===== src/rtl/div_ctrl_pkg.sv =====
// Shared types and default width for the sequential restoring divider.
package div_ctrl_pkg;

  localparam int unsigned DIV_W = 8;

  typedef enum logic [1:0] {
    IDLE = 2'd0,
    RUN  = 2'd1,
    DONE = 2'd2
  } div_state_t;

endpackage


===== src/rtl/div_row.sv =====
// One restoring-division row: shift in the next dividend bit, trial-subtract, restore on borrow.
module div_row
  import div_ctrl_pkg::*;
#(
  parameter int unsigned W = DIV_W
) (
  input  logic [W:0]   p,
  input  logic         bit_in,
  input  logic [W-1:0] d,
  output logic [W:0]   p_next,
  output logic         q_bit
);

  logic [W:0]   p_shift;
  logic [W+1:0] diff;

  // The borrow out of the W+1-bit subtract is the sign of T.
  always_comb begin
    p_shift = {p[W-1:0], bit_in};
    diff    = {1'b0, p_shift} - {2'b00, d};
    q_bit   = ~diff[W+1];
    p_next  = q_bit ? diff[W:0] : p_shift;
  end

endmodule


===== src/rtl/div_seq_ctrl.sv =====
// Sequential 2W/W restoring divider, one quotient bit per cycle, valid/ready on both sides.
// Optional macro DIV_ERR_CHECK_EN: flags divide-by-zero / quotient overflow and skips RUN.
module div_seq_ctrl
  import div_ctrl_pkg::*;
#(
  parameter int unsigned W = DIV_W
) (
  input  logic           clk,
  input  logic           rst,
  input  logic           in_valid,
  output logic           in_ready,
  input  logic [2*W-1:0] n,
  input  logic [W-1:0]   d,
  output logic           out_valid,
  input  logic           out_ready,
  output logic [W-1:0]   q,
  output logic [W-1:0]   r,
  output logic           err
);

  localparam int unsigned CW = $clog2(W) + 1;
  localparam logic [CW-1:0] LAST = CW'(W - 1);

  div_state_t     state;
  logic [CW-1:0]  cnt;
  logic [W:0]     p;
  logic [W-1:0]   n_lo;
  logic [W-1:0]   d_reg;
  logic [W-1:0]   q_reg;
  logic [W-1:0]   r_reg;

  logic [W:0]     p_next;
  logic           q_bit;
  logic [W-1:0]   n_lo_next;

  div_row #(.W(W)) u_row (
    .p      (p),
    .bit_in (n_lo[W-1]),
    .d      (d_reg),
    .p_next (p_next),
    .q_bit  (q_bit)
  );

  // n_lo feeds dividend bits out of its MSB while quotient bits fill its LSB.
  always_comb begin
    n_lo_next = (n_lo << 1) | W'(q_bit);
  end

`ifdef DIV_ERR_CHECK_EN
  logic err_reg;
  logic ovf;

  always_comb begin
    ovf = (d == '0) || (n[2*W-1:W] >= d);
  end

  assign err = err_reg;
`else
  assign err = 1'b0;
`endif

  always_ff @(posedge clk or posedge rst) begin
    if (rst) begin
      state <= IDLE;
      cnt   <= '0;
      p     <= '0;
      n_lo  <= '0;
      d_reg <= '0;
      q_reg <= '0;
      r_reg <= '0;
`ifdef DIV_ERR_CHECK_EN
      err_reg <= 1'b0;
`endif
    end else begin
      case (state)
        IDLE: begin
          if (in_valid) begin
            d_reg <= d;
            n_lo  <= n[W-1:0];
            p     <= {1'b0, n[2*W-1:W]};
            cnt   <= '0;
`ifdef DIV_ERR_CHECK_EN
            if (ovf) begin
              state   <= DONE;
              q_reg   <= '1;
              r_reg   <= n[W-1:0];
              err_reg <= 1'b1;
            end else begin
              state   <= RUN;
              err_reg <= 1'b0;
            end
`else
            state <= RUN;
`endif
          end
        end
        RUN: begin
          p    <= p_next;
          n_lo <= n_lo_next;
          cnt  <= cnt + 1'b1;
          if (cnt == LAST) begin
            state <= DONE;
            q_reg <= n_lo_next;
            r_reg <= p_next[W-1:0];
          end
        end
        DONE: begin
          if (out_ready) state <= IDLE;
        end
        default: state <= IDLE;
      endcase
    end
  end

  assign in_ready  = (state == IDLE);
  assign out_valid = (state == DONE);
  assign q         = q_reg;
  assign r         = r_reg;

endmodule


===== config.mk =====
export PLATFORM = sky130hd
export DESIGN_NAME = div_seq_ctrl
export DESIGN_NICKNAME = d
export VERILOG_FILES = /design/src/rtl/div_ctrl_pkg.sv /design/src/rtl/div_row.sv /design/src/rtl/div_seq_ctrl.sv
export SDC_FILE = /design/constraint.sdc
export NUM_CORES = 1
export LEC_CHECK = 0
export BUFFER_PORTS_ARGS = -buffer_cell sky130_fd_sc_hd__buf_4
export CELL_PAD_IN_SITES_DETAIL_PLACEMENT = 2
export CELL_PAD_IN_SITES_GLOBAL_PLACEMENT = 2
export CORE_ASPECT_RATIO = 0.75
export CORE_MARGIN = 4
export CORE_UTILIZATION = 30
export DETAILED_ROUTE_END_ITERATION = 10
export PLACE_DENSITY_LB_ADDON = 0.12
export SLEW_MARGIN = 25
export SYNTH_ARGS = -nofsm -noshare
export SYNTH_HDL_FRONTEND = slang
export SYNTH_SLANG_ARGS = --single-unit

===== constraint.sdc =====
create_clock -name clk -period 2.9 [get_ports clk]
set_input_delay 0.58 -clock clk [delete_from_list [all_inputs] [get_ports clk]]
set_output_delay 0.58 -clock clk [all_outputs]
set_load 0.02 [all_outputs]

## Word-level counts from Yosys, hierarchy flattened

Cells that the tools add are included.

- Input bits: 28
- Word-level logic and storage cells: 34
- Bits in registers: 46
- Output and inout port bits: 19

- Reduce and logical (&&, ||, !) cells: 6
- Equal/unequal tests: 6
- Bitwise operators: 2
- Add/subtract/negate cells: 2
- Multiplexer cells: 11

Operators with widths:

| operator | count |
|---|---|
| one-hot mux 8 bit (2 select lines) | 2 |
| two-way mux 8 bit | 3 |
| subtractor 9 x 8 -> 10 bit | 1 |
| OR 8 x 1 -> 8 bit | 1 |
| one-hot mux 4 bit (2 select lines) | 1 |
| two-way mux 2 bit | 3 |
| one-hot mux 2 bit (3 select lines) | 1 |
| AND reduction 2 bit | 3 |
| adder 4 x 1 -> 4 bit (second input constant) | 1 |
| == test 4 x 3 -> 1 bit (second input constant) | 1 |
| two-way mux 4 bit | 1 |
| inequality test 2 bit (second input constant) | 2 |
| AND reduction 3 bit | 1 |
| == test 2 x 1 -> 1 bit (second input constant) | 1 |
| == test 2 bit (second input constant) | 1 |
| logical NOT 2 bit | 1 |
| inequality test 2 x 1 -> 1 bit (second input constant) | 1 |
| nonzero test 2 bit | 1 |
| NOT 1 bit | 1 |

## Logic depth before layout (Yosys ltp)

- Depth in word-level cells: 4
- Depth in mapped cells: 9
- Depth with buffers taken out: 8

## Hierarchy

From an unflattened synthesis, not the netlist that was laid out.

- Cell total of the unflattened synthesis: 226
- Area total of the unflattened synthesis: 2512.4 µm²

Modules (own cells, without submodules):

| module | area an instance (µm²) | times used | sequential area each (µm²) | cells an instance |
|---|---|---|---|---|
| div_seq_ctrl | 2005.7 | 1 | 1176.1 | 159 |
| div_row | 506.7 | 1 | 0.0 | 67 |

## Worst setup path before layout

OpenSTA, ideal clock, no wires.

- Path type: reg-to-reg
- From: reg p[5]
- To: reg r_reg[0], in the netlist r[0]
- Cell stages (with the launch flop): 9
- Data required time: 2826 ps
- Clock period less this slack: 1940 ps
- Setup time: 74 ps
- Path buffers: 2
- Data arrival time: 1866 ps
- Path slack: 960 ps
- Cell sequence: dfrtp_1 > ha_1 > buf_4 > a21oi_2 > o221ai_2 > nor2_2 > buf_6 > mux2_4 > o21ai_2

- Longest elaborated chain between the ends: 2

RTL lines:

| what | line | text |
|---|---|---|
| start, declared | div_seq_ctrl.sv:26 | `logic [W:0] p;` |
| start signal, assigned | div_seq_ctrl.sv:80 | `p <= {1'b0, n[2*W-1:W]};` |
| start signal, assigned | div_seq_ctrl.sv:98 | `p <= p_next;` |
| subtractor 9 x 8 -> 10 bit | div_row.sv:20 | `diff = {1'b0, p_shift} - {2'b00, d};` |
| two-way mux 8 bit | div_row.sv:22 | `p_next = q_bit ? diff[W:0] : p_shift;` |
| end signal, assigned | div_seq_ctrl.sv:104 | `r_reg <= p_next[W-1:0];` |
| end, declared | div_seq_ctrl.sv:30 | `logic [W-1:0] r_reg;` |

No other way between the ends.
A chain may end at the register's enable or synchronous reset.

## Final worst setup path

- From: reg p[3]
- To: reg r_reg[1], in the netlist r[1]

The elaborated chain is that of the path after synthesis.

==> results by stage <==
Clock network:
- The number of clock buffers added by TritonCTS is 5.
- The maximum buffer depth of the clock tree is 2.
- The total setup buffers inserted after CTS is 0.
- The H-tree depth is 2.
- TritonCTS built the clock tree.
- The cell sitting at the root of the clock tree is a sky130_fd_sc_hd__clkbuf_8.
- Clock-pin slew was measured on the worst setup and hold paths at 0.10 ns.
- The post-cts sizing count is 0.
- The total clock sinks is 46.
- The hold buffer count at cts is 0.
- Clock latency on the worst-skew pair, taken at its later pin, is roughly 0.30 ns.

STA:
- At the pin with the least slew margin, the transition time is 0.608 ns.
- The final count of pins violating max slew came to 0.
- The post-route setup TNS is 0 ns.
- The relative slew slack is between 50 and 60%.
- The final critical delay including setup and external delays is 2.24 ns.
- Setup repair after global routing left no endpoint under its margin.
- The final-report setup violation count is 0.
- The clock arrives with ~0.011 ns of skew.
- Timing would allow up to 0.447 GHz.
- The share of the cycle needed by the critical path after routing is 77.2%.
- The number of hold violations in the final report is 0.

Global route:
- The overall track demand over capacity in global routing is between 15 and 20%.
- The maximum number of pins on one net before global-route repair is 25.
- The number of global-route vias before repair is 2323.
- The global-route wire length before repair is between 10000 and 15000 µm.
- The initial antenna violation count came to 0.
- The remaining global-route overflow is 0.

Worst setup path:
- The critical-path maximum fanout is 6.
- For the worst setup path, the data required time is between 3 and 4 ns.
- The critical path endpoint category is a flop.
- On the critical path, the stage with the largest delay is an instance of sky130_fd_sc_hd__dfrtp_1.
- The worst stage delay on the critical path is 0.40 ns.
- The endpoint arrival time on the critical path is 2.46 ns.
- Traced cell by cell, the critical path runs through ha_1, a21oi_1, o221ai_2, nor2_2, buf_4, mux2_2, o21ai_0.
- The top cell family by delay on the critical path is compound AO/OA/AOI/OAI gates.
- Counting both buffers and inverters, the worst setup path holds a total of 1.
- The type of the worst setup path is flop to flop.
- STA classifies the critical path startpoint as a flop.

Synthesis:
- The async set-or-reset flop fraction in the synthesized netlist is 100%.
- The cell area that synthesis handed to floorplanning was 2400 µm².
- After synthesis, flip-flops and latches occupy 48.0% of the total area.
- The count of cell types in the netlist is 39.
- For this run, the number of Yosys warnings is 0.
- In the post-synthesis netlist, the biggest area contributors are sky130_fd_sc_hd__dfrtp_1 (48%), sky130_fd_sc_hd__nand2_1 (8.1%), sky130_fd_sc_hd__o21ai_0 (5.2%), sky130_fd_sc_hd__ha_1 (4.7%), sky130_fd_sc_hd__nor2_1 (3.4%).
- The most used flip-flop cell after synthesis is sky130_fd_sc_hd__dfrtp_1.
- sky130_fd_sc_hd__dfrtp_1 takes more of the synthesized area than any other cell.
- Averaged over all synthesized cells, the footprint is 9.04 µm².
- Counting every net in the synthesized netlist gives 303.
- Counting every instance in the synthesized netlist gives 265.
- The number of enable flip-flop cells after synthesis is 0.
- The top cell type's share of synthesized area is 48.0%.
- In this run, synthesis produced a sequential element count of 46.

Layout:
- The filler cell count is about 890.
- The area growth from synthesis to layout is 23.6%.
- Leaving out fill and tap cells, the most frequent cells in the layout are sky130_fd_sc_hd__buf_4 (56), sky130_fd_sc_hd__nand2_1 (52), sky130_fd_sc_hd__dfrtp_1 (46).
- The end-of-flow core utilization is 39.1%.
- The library cell used most frequently in the layout, excluding fill and tap cells, is sky130_fd_sc_hd__buf_4.
- The final-stage net count is 351.
- The fraction of layout cells with a size suffix above 1 is 23.6%.
- The number of antenna cells inserted is 0.

Placed design:
- Summed over all nets, the half-perimeter wirelength after detailed placement is around 5600 µm.
- The placer's final routability congestion estimate is 0.809.
- In this run the tool buffered the top-level ports with 45 buffer cells.

Pwr:
- The power per unit of standard cell area is between 1000 and 1500 nW/µm².
- The maximum vdd drop is 442 µV.
- Summing internal, switching and leakage power gives 4.04 mW.
- For this design the static power due to leakage is 1.42 nW.

Outcome:
- The flow ran to the end, and the final reports show no timing, DRC or antenna violations.

Floorplan:
- The number of placement rows is 27.
- The overall die height is 85.4 µm.
- The die covers 9500 µm².
- The standard cell core area is 7570 µm².
- The starting density of the core is 31.7%.
- The I/O pin count is 47.
- Measured along the x axis, the die boundary spans 111 µm.

Detailed routing:
- The pre-antenna-repair detailed-routing pass consisted of 4 iterations.
- After the first detailed-routing iteration, the DRC count stood at 94.
- After detailed routing, the average wire length per cell comes to about 18 µm.
- Dividing the detail-routed via count by the number of cells gives 5.01.
- The final wirelength is 7490 µm.
- The number of remaining DRC errors is 0.
- Across all layers, the routed design uses 2079 vias.
- The remaining antenna violation count after routing is 0.

Worst hold path:
- The tightest min-delay check is of the primary input to asynchronous set/reset pin type.

Job:
- The reported max-cap violation count is 0.
## area by class of cell
cell class / count / area, µm² / share of cell area [%]
clock inverters: 3 / 21.3 / 0.718
well taps: 101 / 126 / 4.27
multi-input cells: 190 / 1120 / 37.9
inverters: 14 / 52.6 / 1.77
repair buffers: 56 / 420 / 14.2
flip-flops and latches: 46 / 1150 / 38.9
clock buffers: 5 / 68.8 / 2.32
## final timing paths
kind | startpoint | endpoint | slack [ns] | depth (start not counted)
setup / recovery | p[3]$_DFFE_PP0P_ | r[1]$_DFFE_PP0P_ | 0.66 | 7
hold / removal | rst | n_lo[7]$_DFFE_PP0P_ | 0.33 | 3
setup reg to reg | p[3]$_DFFE_PP0P_ | r[1]$_DFFE_PP0P_ | 0.66 | 7
hold reg to reg | q[3]$_DFFE_PP0P_ | q[3]$_DFFE_PP0P_ | 0.48 | 2
max in group asynchronous | rst | d_reg[1]$_DFFE_PP0P_ | 2.31 | 3
min in group clk | d[4] | d_reg[4]$_DFFE_PP0P_ | 0.48 | 3
## worst reg2reg max path, cell delays in order (launching register included)
cell and delay, ns:
sky130_fd_sc_hd__dfrtp_1 0.40, sky130_fd_sc_hd__ha_1 0.40, sky130_fd_sc_hd__a21oi_1 0.35, sky130_fd_sc_hd__o221ai_2 0.19
sky130_fd_sc_hd__nor2_2 0.16, sky130_fd_sc_hd__buf_4 0.17, sky130_fd_sc_hd__mux2_2 0.36, sky130_fd_sc_hd__o21ai_0 0.14
## cells by family (layout without fill, tap and decap cells)
logic type,Yosys count,count (layout),synth area share [%]
xor gates and xnor gates,5,5,1.83
DFF,46,46,48.0
and+or+nand+nor,105,105,19.5
AOI/OAI and AO/OA,63,63,17.0
muxes,6,6,2.77
other,1,1,0.157
adders and majority gates,10,10,5.54
buffers and inverters,29,78,5.17
## where the power goes
part | switching (mW) | total [mW] | internal, mW
Sequential | 0.210 | 1.17 | 0.960
Clock | 0.245 | 0.415 | 0.170
Combinational | 1.49 | 2.45 | 0.968
## synthesized netlist by cell type, types with 2 or more instances
cell type,count
sky130_fd_sc_hd__nor2b_1,5
sky130_fd_sc_hd__a21oi_1,14
sky130_fd_sc_hd__o21ai_0,25
sky130_fd_sc_hd__dfrtp_1,46
sky130_fd_sc_hd__o22ai_1,7
sky130_fd_sc_hd__and3_1,7
sky130_fd_sc_hd__nor3_1,2
sky130_fd_sc_hd__ha_1,9
sky130_fd_sc_hd__xor2_1,2
sky130_fd_sc_hd__inv_1,14
sky130_fd_sc_hd__o211ai_1,5
sky130_fd_sc_hd__buf_4,2
sky130_fd_sc_hd__mux2i_1,4
sky130_fd_sc_hd__nand3_1,8
sky130_fd_sc_hd__a211oi_1,2
sky130_fd_sc_hd__nand2b_1,4
sky130_fd_sc_hd__nand2_1,52
sky130_fd_sc_hd__nor2_1,22
sky130_fd_sc_hd__clkbuf_1,12
sky130_fd_sc_hd__xnor2_1,3
sky130_fd_sc_hd__o21ai_2,2
## metal layers
metal	global-route usage, %	wire length, µm	part of all wire [%]
met1	22.9	3790	51
met2	26.9	3440	46
met3	3.42	244	3.3
met4	1.66	26	0.35
met5	0	0	0
## stage by stage
stage | instances | hold WS, ns | area (µm²) | worst slack, ns
2_1_floorplan | 265 | 0.452 | 2400 | 0.960
3_3_place_gp | 407 | 0.463 | 2870 | 0.750
3_5_place_dp | 407 | 0.475 | 2870 | 0.713
4_1_cts | 415 | 0.338 | 2960 | 0.646
5_1_grt | 415 | 0.351 | 2960 | 0.458
6_report | 415 | 0.328 | 2960 | 0.662
No activity file was read; power rests on OpenSTA's default activity.
